===== config.mk =====
export PLATFORM = sky130hd
export DESIGN_NAME = ni_tx_packetizer
export DESIGN_NICKNAME = d
export VERILOG_FILES = /design/src/rtl/ni_tx_packetizer.sv
export SDC_FILE = /design/constraint.sdc
export NUM_CORES = 1
export LEC_CHECK = 0
export ABC_CLOCK_PERIOD_IN_PS = 2000
export BUFFER_PORTS_ARGS = -buffer_cell sky130_fd_sc_hd__buf_2
export CORE_ASPECT_RATIO = 1.4
export CORE_UTILIZATION = 30
export CTS_CLUSTER_SIZE = 12
export DETAILED_ROUTE_END_ITERATION = 10
export GPL_TIMING_DRIVEN = 1
export SLEW_MARGIN = 20
export SYNTH_ARGS = -nofsm -noshare
export SYNTH_HDL_FRONTEND = slang
export SYNTH_SLANG_ARGS = --single-unit

===== constraint.sdc =====
create_clock -name clk -period 2 [get_ports clk]
set_input_delay 0.2 -clock clk [delete_from_list [all_inputs] [get_ports clk]]
set_output_delay 0.2 -clock clk [all_outputs]
set_load 0.02 [all_outputs]

===== src/rtl/ni_tx_packetizer.sv =====
// ni_tx_packetizer: NoC network-interface transmit path.
//
// On an accepted start, latches dest/src/len and sends one wormhole packet to
// the local router port. The packet is a head flit followed by len_eff data
// flits, and the last data flit is typed tail. Data word i is read from
// register r<i> through a dedicated register-file read port. That port returns
// data one cycle after the address is presented.
//
// Ports:
//   clk, rst     clock (rising edge), synchronous active-high reset
//   start        packet request, sampled only while idle
//   dest_id      destination node id, latched on accepted start
//   src_id       this node's id, latched on accepted start
//   len          data word count, latched on accepted start (0 is sent as 1)
//   rf_addr      registered register-file read address
//   rf_rdata     register-file read data, valid the cycle after rf_addr
//   flit_out     registered flit {type[1:0], data}
//   flit_valid   flit_out valid
//   flit_ready   router accepts the flit
//   busy         high from the cycle after an accepted start until done
//   done         one-cycle pulse after the tail flit is accepted
module ni_tx_packetizer #(
    parameter int unsigned DATA_W  = 32,
    parameter int unsigned FLIT_W  = 34,
    parameter int unsigned ID_W    = 4,
    parameter int unsigned MAX_LEN = 7
) (
    input  logic              clk,
    input  logic              rst,
    input  logic              start,
    input  logic [ID_W-1:0]   dest_id,
    input  logic [ID_W-1:0]   src_id,
    input  logic [2:0]        len,
    output logic [4:0]        rf_addr,
    input  logic [DATA_W-1:0] rf_rdata,
    output logic [FLIT_W-1:0] flit_out,
    output logic              flit_valid,
    input  logic              flit_ready,
    output logic              busy,
    output logic              done
);

    localparam int unsigned PadW    = DATA_W - 2 * ID_W - 3;
    localparam logic [2:0]  MaxLen3 = 3'(MAX_LEN);

    localparam logic [1:0] TypeHead = 2'b01;
    localparam logic [1:0] TypeBody = 2'b00;
    localparam logic [1:0] TypeTail = 2'b10;

    typedef enum logic [2:0] {
        StIdle,
        StHead,
        StRead,
        StWait,
        StSend
    } state_t;

    state_t    state;
    logic [2:0] idx;
    logic [2:0] len_q;
    logic [2:0] len_eff;
    logic       accept;

    // A zero-length request still sends one data word (r1).
    always_comb begin
        len_eff = len;
        if (len == 3'd0) begin
            len_eff = 3'd1;
        end
        if (len > MaxLen3) begin
            len_eff = MaxLen3;
        end
    end

    assign accept = flit_valid && flit_ready;

    always_ff @(posedge clk) begin
        if (rst) begin
            state      <= StIdle;
            idx        <= 3'd0;
            len_q      <= 3'd0;
            rf_addr    <= 5'd0;
            flit_out   <= '0;
            flit_valid <= 1'b0;
            busy       <= 1'b0;
            done       <= 1'b0;
        end else begin
            done <= 1'b0;
            unique case (state)
                StIdle: begin
                    if (start) begin
                        len_q      <= len_eff;
                        idx        <= 3'd1;
                        flit_out   <= {TypeHead, dest_id, src_id, len_eff, {PadW{1'b0}}};
                        flit_valid <= 1'b1;
                        busy       <= 1'b1;
                        state      <= StHead;
                    end
                end
                StHead: begin
                    if (accept) begin
                        flit_valid <= 1'b0;
                        rf_addr    <= {2'b00, idx};
                        state      <= StRead;
                    end
                end
                // Address is on the port this cycle; data returns next cycle.
                StRead: begin
                    state <= StWait;
                end
                // Capture the word once. Later register writes do not affect the held flit.
                StWait: begin
                    flit_out   <= {(idx == len_q) ? TypeTail : TypeBody, rf_rdata};
                    flit_valid <= 1'b1;
                    state      <= StSend;
                end
                StSend: begin
                    if (accept) begin
                        flit_valid <= 1'b0;
                        if (idx == len_q) begin
                            busy  <= 1'b0;
                            done  <= 1'b1;
                            state <= StIdle;
                        end else begin
                            idx     <= idx + 3'd1;
                            rf_addr <= {2'b00, idx + 3'd1};
                            state   <= StRead;
                        end
                    end
                end
                default: begin
                    state <= StIdle;
                end
            endcase
        end
    end

endmodule

==> metrics, run 1 <==
clk root buf clkbuf_8; I/O pins 89; P&R area growth vs syn 29.4%; Seq/Total Area, Yosys 0.469; minimum clock period around 1.8 ns; DRC violations left 0; gpl congestion about 0.84; worst-path cell chain xnor2_1 -> or3_4 -> or4_1 -> o21ai_0; worst path arrival time around 2.0 ns; worst ir drop on vdd between 300 and 400 uV; Synth Instances roughly 230; RSZ-0062 raised after global routing false; Via density around 4.9; cell area power density 766 nW/um^2; r2r setup slk 0.24 ns; status finished, final reports clean; critical path type reg2reg; CTS Sinks about 50; sw power 0.000555 W; Worst-path clk slew approximately 0.1 ns; ANT cells 0; Net Sw Frac 0.268; Yosys cell types 42; Max-Cap Viols 0; Total Wirelength approximately 5200 um; CTS buffer count 5; vias 1965; hpwl dp 3720 um; Worst slew margin 0.597; Least-Margin Pin Slew about 0.6 ns; most common cell after layout, fill and taps aside buf_2; largest net degree at the start of global routing 30; Mapped Area around 2100 sq um; die height around 100 um; TritonCTS clock tree done; Post-CTS Resized 0; synthesis-stage register bit count roughly 50; hold depth 3; Port-buffer cells between 80 and 90; Hold Vio Cnt, Final 0; Die X 72.6 um; yosys warns 0; core box area roughly 6700 sq um; Fmax 570 MHz; worst skew pair latency approximately 0.30 ns; CP max FO 14; fin crit share 0.878; Sequential Power Share 0.502; GRT Resource Usage Total 0.148; pre-CTS setup slack 0.259 ns; Comb pwr share 0.150; Startpoint Class flop; Internal ~0.0015 W; reg2reg start state[0]; first-pass GRT wire length about 8400 um; CP Capture Type flop; area of the die 7320 sq um; slowest stage cell, crit path dfxtp_1; share of layout cells above drive strength 1 0.350; routed len/inst 13.0 um; clock power share 0.348; R2R depth 4; min-delay worst type in2reg; max incr delay on CP about 0.64 ns; placed cells 390; Final ANT Viol Nets 0; Syn Area/Cell 9.30 sq um; WHS Endpoint flit_out[2]; Initial DRT Pass Iterations 4; vias in the first global route 1889; Setup Skew ~0.0047 ns; GRT overflow 0; CTS hold repair buffers 0; Non-Filler Instances around 400; final worst setup slack around 0.24 ns; CP required ~2.2 ns; # H-tree levels 2; Final nets ~350; Cell Rows 35; Initial Util 0.314; worst hold start rf_rdata[2]; leakage power approximately 1.2 nW; Initial DRC Count between 100 and 150; CTS max path bufs 2; Fill cells slightly above 700; Setup Fix Bufs, Post-CTS 0; Final setup viols 0; reg2reg end rf_addr[1]; most frequent cells in the layout buf_2, dfxtp_1, nor2_1, a22oi_1, a211oi_1; Max Slew Vio Count 0; initial antenna violation count 0; setup_tns 0 ns
## logic make-up after synthesis
family,count (synthesis),share of synthesized area
other cells,1,0.00179
mux,10,0.0484
compound gates,59,0.196
flops,49,0.469
buf+inv,21,0.0532
fa+ha+maj,2,0.0120
xor+xnor,5,0.0209
simple gates,78,0.199
## registers in the layout, indices dropped and copies added, names as in the netlist
name        flops
busy            1
len_q           3
rf_addr         3
flit_out       34
state           3
done            1
flit_valid      1
idx             3
## per-layer routing
| layer | part of all wire | vias to the layer above | track usage |
|---|---|---|---|
| met2 | 0.51 | 77 | 0.265 |
| met1 | 0.41 | 909 | 0.160 |
| li1 | - | 958 | - |
| met4 | 0.037 | 0 | 0.0814 |
| met3 | 0.047 | 21 | 0.0290 |
| met5 | 0 | - | 0 |
## power groups by stage
| stage | registers [W] | logic, W | clock network, W |
|---|---|---|---|
| after global placement | 0.00106 | 0.000309 | 0 |
| after global routing | 0.00105 | 0.000341 | 0.000774 |
| after detailed placement | 0.00106 | 0.000314 | 0 |
| after floorplan | 0.00109 | 0.000168 | 0 |
| final | 0.00104 | 0.000311 | 0.000722 |
| after CTS | 0.00104 | 0.000314 | 0.000745 |
## worst max path at each step
stage          slack (ns)        from  cells after the start          to
2_1_floorplan        0.37  flit_valid                      4  rf_addr[1]
3_3_place_gp         0.31    state[2]                      4  rf_addr[0]
3_5_place_dp         0.26    state[2]                      4      idx[0]
4_1_cts              0.26    state[2]                      4      idx[0]
5_1_grt              0.12    state[2]                      4  rf_addr[1]
6_report             0.24    state[0]                      4  rf_addr[1]
## area by class of cell
class,instances,area [sq um],share of cell area
Timing Repair Buffer,92,488,0.180
Inverter,1,3.75,0.00139
Clock inverter,3,46.3,0.0171
Multi-Input combinational cell,156,1000,0.371
Clock buffer,5,68.8,0.0254
Tap cell,92,115,0.0425
Sequential cell,49,981,0.362
## stage by stage
step                area [sq um]   util  hold slack [ns]  total power [W]
detailed placement          2590  0.389            0.459          0.00138
global placement            2590  0.389            0.444          0.00137
CTS                         2710  0.407            0.127          0.00210
global route                2710  0.407            0.136          0.00216
finish                      2710  0.407            0.137          0.00207
floorplan                   2100      -            0.336          0.00126
## critical path: cells and delay by family, from the launching register on
| kind | cells | cell delay (ns) |
|---|---|---|
| compound gates | 1 | 0.08 |
| xor+xnor | 1 | 0.11 |
| flops | 1 | 0.64 |
| simple gates | 2 | 0.86 |
## synth_stat cells (all sizes together)
master	count	share of area
nand4b	3	0.013
o21ai	7	0.017
o211ai	2	0.0072
a211oi	12	0.043
mux2i	9	0.043
nor2b	1	0.0030
nor3	3	0.0072
dfxtp	49	0.47
a21oi	7	0.017
nand3b	1	0.0036
mux2	1	0.0054
o21bai	2	0.0090
or3	2	0.0084
ha	2	0.012
or4	2	0.0072
a31oi	3	0.0090
and4bb	1	0.0060
and3	1	0.0030
a22oi	24	0.086
and2b	1	0.0036
xor2	3	0.013
inv	1	0.0018
nand2b	4	0.012
conb	1	0.0018
and2	2	0.0060
nor2	38	0.068
nor3b	2	0.0096
nor4	1	0.0030
nand2	11	0.020
buf	10	0.033
a2bb2oi	2	0.0084
or4b	2	0.0096
clkbuf	10	0.018
nand3	2	0.0048
nor4b	1	0.011
xnor2	2	0.0084
Power figures use the tool's default switching activity.
==> run 2: changes to the inputs <==
- ABC_AREA: default -> 1
==> run 2 against run 1 <==
Area after synthesis increased by 5.0%. Worst setup slack improved by 0.30 ns. Flip-flop and latch count unchanged. Count of clock-buffer cells in the layout unchanged. Synthesized cell count increased by 19%. Via count increased by 1.1%. Cell count increased by 12%. Clock skew increased by 0.00054 ns. Global-route usage decreased by 1.0 points. Core utilization decreased by 1.2 points. Die area increased by 4.8%. Maximum frequency increased by 20%. Critical path type unchanged. Critical endpoint is now flit_out[33].
==> metrics, run 2 <==
gpl congestion about 0.88; most frequent cell after synthesis nand2_1; Yosys top cell area share 0.447; placed cells 436; most common library cells after synthesis nand2_1, dfxtp_1, a21oi_1; area of the die 7670 sq um; clk root buf clkbuf_8; ANT cells 0; Setup Fix Bufs, Post-CTS 0; max reg flops 34; slowest stage cell, crit path dfxtp_1; worst skew pair latency around 0.3 ns; storage element area roughly 1000 sq um; Final nets 397; Mapped Area between 2000 and 2500 sq um; Hold Vio Cnt, Final 0; Biggest register flit_out; Crit path buffers/inverters 1; CP top delay family simple AND/OR/NAND/NOR gates; CP max FO 34; critical path type reg2reg; Via density around 4.5; die height 103 um; hold slack final approximately 0.14 ns; most common cell after layout, fill and taps aside buf_2; max incr delay on CP between 0.4 and 0.5 ns; share of layout cells above drive strength 1 0.375; Startpoint Class flop; Max-Cap Viols 0; Cell Rows 36; Final ANT Viol Nets 0; CTS buffer count 5; M3 GR Usage 0.0223; setup_tns 0 ns; Synth Instances ~270; Max Slew Vio Count 0; yosys warns 0; Syn Area/Cell 8.22 sq um; CP required between 2 and 2.5 ns; met1 Use GR 0.168; worst path arrival time 1.70 ns; TritonCTS clock tree done; area leader, netlist dfxtp_1; Fill cells between 700 and 800; Port-buffer cells 86; Post-synth EDFFs 0; Die X roughly 74 um; met2 usage in global routing 0.235; cell area power density ~870 nW/um^2; first-pass GRT wire length roughly 8000 um; r2r setup slk around 0.54 ns; Worst-path clk slew about 0.10 ns; vias in the first global route between 1500 and 2000; Synth Flop Type dfxtp_1; Initial DRC Count 89; leakage power between 1 and 1.5 nW; CTS max path bufs 2; Final setup viols 0; status finished, final reports clean; RSZ-0062 raised after global routing false; CTS Sinks 49; CTS hold repair buffers 0; vias slightly below 2000; Yosys cell types 34; Total Wirelength just over 5000 um; top cells by area, synth dfxtp_1, nand2_1, nand2_4, a21oi_1, a21oi_2; Seq/Total Area, Yosys 0.447; GRT Resource Usage Total 0.138; hpwl dp 3680 um; Initial DRT Pass Iterations 4; I/O pins slightly below 90; share of flip-flops with an asynchronous set or reset 0; GRT busiest layer met2; most frequent cells in the layout buf_2, nand2_1, dfxtp_1, a21oi_1, nor2_1; # H-tree levels 2; Post-CTS Resized 0; Initial Util 0.313; routed len/inst 11.4 um; synthesis-stage register bit count slightly below 50; P&R area growth vs syn 26.4%; core box area about 7000 sq um; DRC violations left 0; min-delay worst type in2reg; largest net degree at the start of global routing 35; area of the multi-input gates 1030 sq um; initial antenna violation count 0; Setup Skew around 0.0053 ns; Non-Filler Instances 444; worst-path cell chain nand3_2 -> clkinv_4 -> nand4_1 -> a21oi_2; CP Capture Type flop; GRT overflow 0; minimum clock period between 1 and 1.5 ns; worst ir drop on vdd 418 uV; fin crit share 0.729; Fmax roughly 690 MHz
==> run 2: cell types whose count changed in the layout (fill, tap and decap cells not counted), moves of 8 or more <==
cell and change:
a211oi_1 -12, a22oi_1 -24, a31oi_1 +8, a21oi_2 +11, nand2_4 +10, nor2_1 -21, nand2_1 +68, mux2i_1 -9
a21oi_1 +14
==> run 2: path summary, 6_finish.rpt <==
check | startpoint | endpoint | cells after the start
max | state[0] | flit_out[33] | 4
min | rf_rdata[16] | flit_out[16] | 3
max reg2reg | state[0] | flit_out[33] | 4
min reg2reg | flit_out[0] | flit_out[0] | 2
==> run 2: layer usage <==
metal  wire length [um]  vias to the layer above
li1                   -                     1035
met1               2210                      885
met2               2540                       56
met3                197                       11
met4                127                        0
met5                  0                        -
==> run 2: cells by family after synthesis <==
group | count (synthesis) | share of synthesized area
other | 1 | 0.00171
adder cells (fa/ha/maj) | 2 | 0.0114
AND/OR/NAND/NOR | 125 | 0.280
flip-flops | 49 | 0.447
AO/OA/AOI/OAI | 59 | 0.166
XOR/XNOR | 2 | 0.00798
buffers and inverters | 29 | 0.0860
==> run 2: final cells by class <==
cell class | count | share of cell area
well taps | 95 | 0.0428
clock buffers | 5 | 0.0248
inverters | 15 | 0.0252
repair buffers | 87 | 0.158
clock inverters | 3 | 0.0248
multi-input cells | 190 | 0.371
flip-flops and latches | 49 | 0.353
==> run 2: through the flow <==
stage	util	instance area (sq um)	power, W	worst slack, ns
after floorplan	-	2200	0.00146	0.751
after global placement	0.375	2640	0.00157	0.612
after detailed placement	0.375	2640	0.00158	0.567
after CTS	0.395	2780	0.00243	0.541
after global routing	0.395	2780	0.00252	0.402
final	0.395	2780	0.00240	0.541
==> run 2: power by group <==
part | internal, W | leakage (nW) | switching (W)
sequential | 0.00104 | 0.399 | 0.0000463
clock | 0.000503 | 0.0687 | 0.000344
combinational | 0.000156 | 0.809 | 0.000311
total | 0.00170 | 1.28 | 0.000701
==> run 2: worst reg2reg max path: cells and delay by family (launching register included) <==
family / cells / cell delay (ns)
buffers and inverters: 1 / 0.31
AOI/OAI and AO/OA: 1 / 0.16
and+or+nand+nor: 2 / 0.50
DFF: 1 / 0.43
==> run 3: changes to the inputs <==
- ABC_AREA: 1 -> 0
- ABC_CLOCK_PERIOD_IN_PS: 2000 -> 1330
- clock period: 2 -> 1.33 ns (I/O delays scaled with it)
==> run 3 against run 2 <==
The flow now finishes with violations (negative setup slack). Count of clock-buffer cells in the layout up 2. Clock skew up 0.0021 ns. Via count rose by 2.8%. Largest cell class unchanged. Worst hold slack worse by 0.059 ns. Cell count is 4.7% lower. Worst setup slack lost 0.69 ns.
==> metrics, run 3 (synthesis gave the netlist of run 1 again) <==
I/O pins a little under 90; worst-path cell chain xnor2_2 -> or3_4 -> or4_1 -> o21ai_1; CP required around 1.6 ns; CTS hold repair buffers 0; TritonCTS clock tree done; most frequent cells in the layout buf_2, dfxtp_1, nor2_1, buf_4, a22oi_2; CP Capture Type flop; Initial DRC Count 85; Max Slew Vio Count 0; max reg flops 34; final worst setup slack -0.153 ns; worst ir drop on vdd around 580 uV; # H-tree levels 2; failing checks negative setup slack; Setup Skew ~0.0074 ns; die height between 100 and 150 um; minimum clock period 1.48 ns; vias in the first global route 1981; reg2reg end rf_addr[1]; worst skew pair latency 0.30 ns; initial antenna violation count 0; max incr delay on CP around 0.47 ns; worst path arrival time ~1.7 ns; most common cell after layout, fill and taps aside buf_2; slowest stage cell, crit path or4_1; Fill cells 640; Initial Util 0.314; Initial DRT Pass Iterations 4; placed cells a little over 400; clk root buf clkbuf_8; P&R area growth vs syn 54.1%; Port-buffer cells between 80 and 90; routed len/inst between 10 and 15 um; Worst-path clk slew 0.09 ns; cell area power density 1030 nW/um^2; Fmax around 670 MHz; CTS max path bufs 2; R2R depth 4; crit path to rf_addr[1]; Tot Pwr approximately 0.0033 W; Die X ~73 um; ANT cells 0; core box area around 6700 sq um; fin crit share 1.12; RSZ-0062 raised after global routing true; vias between 2000 and 2500; area of the die roughly 7300 sq um; Cell Rows 35; Via density between 4 and 5; Biggest register flit_out; Startpoint Class flop; Non-Filler Instances approximately 420; GRT overflow 0; CP startpoint state[0]; Final nets around 380; leakage power about 1.4 nW; largest net degree at the start of global routing 33; Final setup viols 43; status complete, but fails checks; share of layout cells above drive strength 1 0.541; Hold Vio Cnt, Final 0; reg2reg start state[0]; r2r setup slk -0.15 ns; Total Wirelength approximately 5700 um; hpwl dp between 3000 and 4000 um; Max-Cap Viols 0; gpl congestion between 0.8 and 0.9; CTS buffer count 5; min-delay worst type in2reg; first-pass GRT wire length roughly 9000 um; CTS Sinks 49; DRC violations left 0; critical path type reg2reg; CP max FO 8; Final ANT Viol Nets 0; GRT Resource Usage Total 0.161
==> run 3: cell types whose count changed in the layout (fill, tap and decap cells not counted), moves of 9 or more <==
cell and change:
nand2_1 -71, nor2_1 +21, buf_4 +20, a22oi_2 +18
a21oi_1 -15, a21oi_2 -10, dfxtp_1 -9, nand2_4 -9
o21ai_0 -9
==> run 3: power breakdown <==
part           switching [W]  internal, W
Combinational       0.000337     0.000299
Sequential         0.0000479      0.00152
Clock               0.000491     0.000614
Total               0.000876      0.00243
==> run 3: repair_timing <==
action | in CTS | in global routing
buffers inserted | 5 | 1
gates cloned | 1 | 0
pin swaps | 8 | 4
setup endpoints to repair | 46 | 47
resized for setup | 26 | 33
==> run 3: cell type report <==
type	count	area, sq um	share of cell area
multi-input combinational	156	1230	0.383
sequential	49	1000	0.311
timing repair buffer	117	752	0.233
tap	92	115	0.0357
clock buffer	7	86.3	0.0268
clock inverter	1	30.0	0.00931
inverter	1	3.75	0.00116
==> run 3: stage by stage <==
step                      TNS (ns)   util  instance area (sq um)  worst slack, ns  hold WS [ns]
final                        -4.79  0.484                   3220           -0.153        0.0789
after global routing         -7.95  0.484                   3220           -0.224        0.0827
after CTS                    -4.53  0.459                   3060           -0.151        0.0654
after detailed placement     -3.49  0.419                   2790           -0.175         0.390
after global placement       -2.25  0.419                   2790           -0.121         0.379
after floorplan              -1.43      -                   2130           -0.173         0.269
==> run 3: how the worst min path moves through the flow <==
stage	end	cells past startpoint	startpoint
floorplan	len_q[1]	2	len[1]
global placement	flit_out[13]	3	rf_rdata[13]
detailed placement	flit_out[1]	3	rf_rdata[1]
CTS	flit_out[8]	3	rf_rdata[8]
global route	flit_out[5]	3	rf_rdata[5]
finish	flit_out[1]	3	rf_rdata[1]
==> run 3: layer usage <==
layer,wire length [um],vias to the layer above,GRT usage
met2,2930,61,0.280
met5,0,-,0
met1,2430,967,0.193
li1,-,1008,-
met3,299,6,0.0370
met4,72,0,0.0558
==> run 3: worst max-delay path, delay by kind of cell (launching register included) <==
family,cells,cell delay [ns]
DFF,1,0.40
and+or+nand+nor,2,0.81
AOI/OAI and AO/OA,1,0.08
xor gates and xnor gates,1,0.14
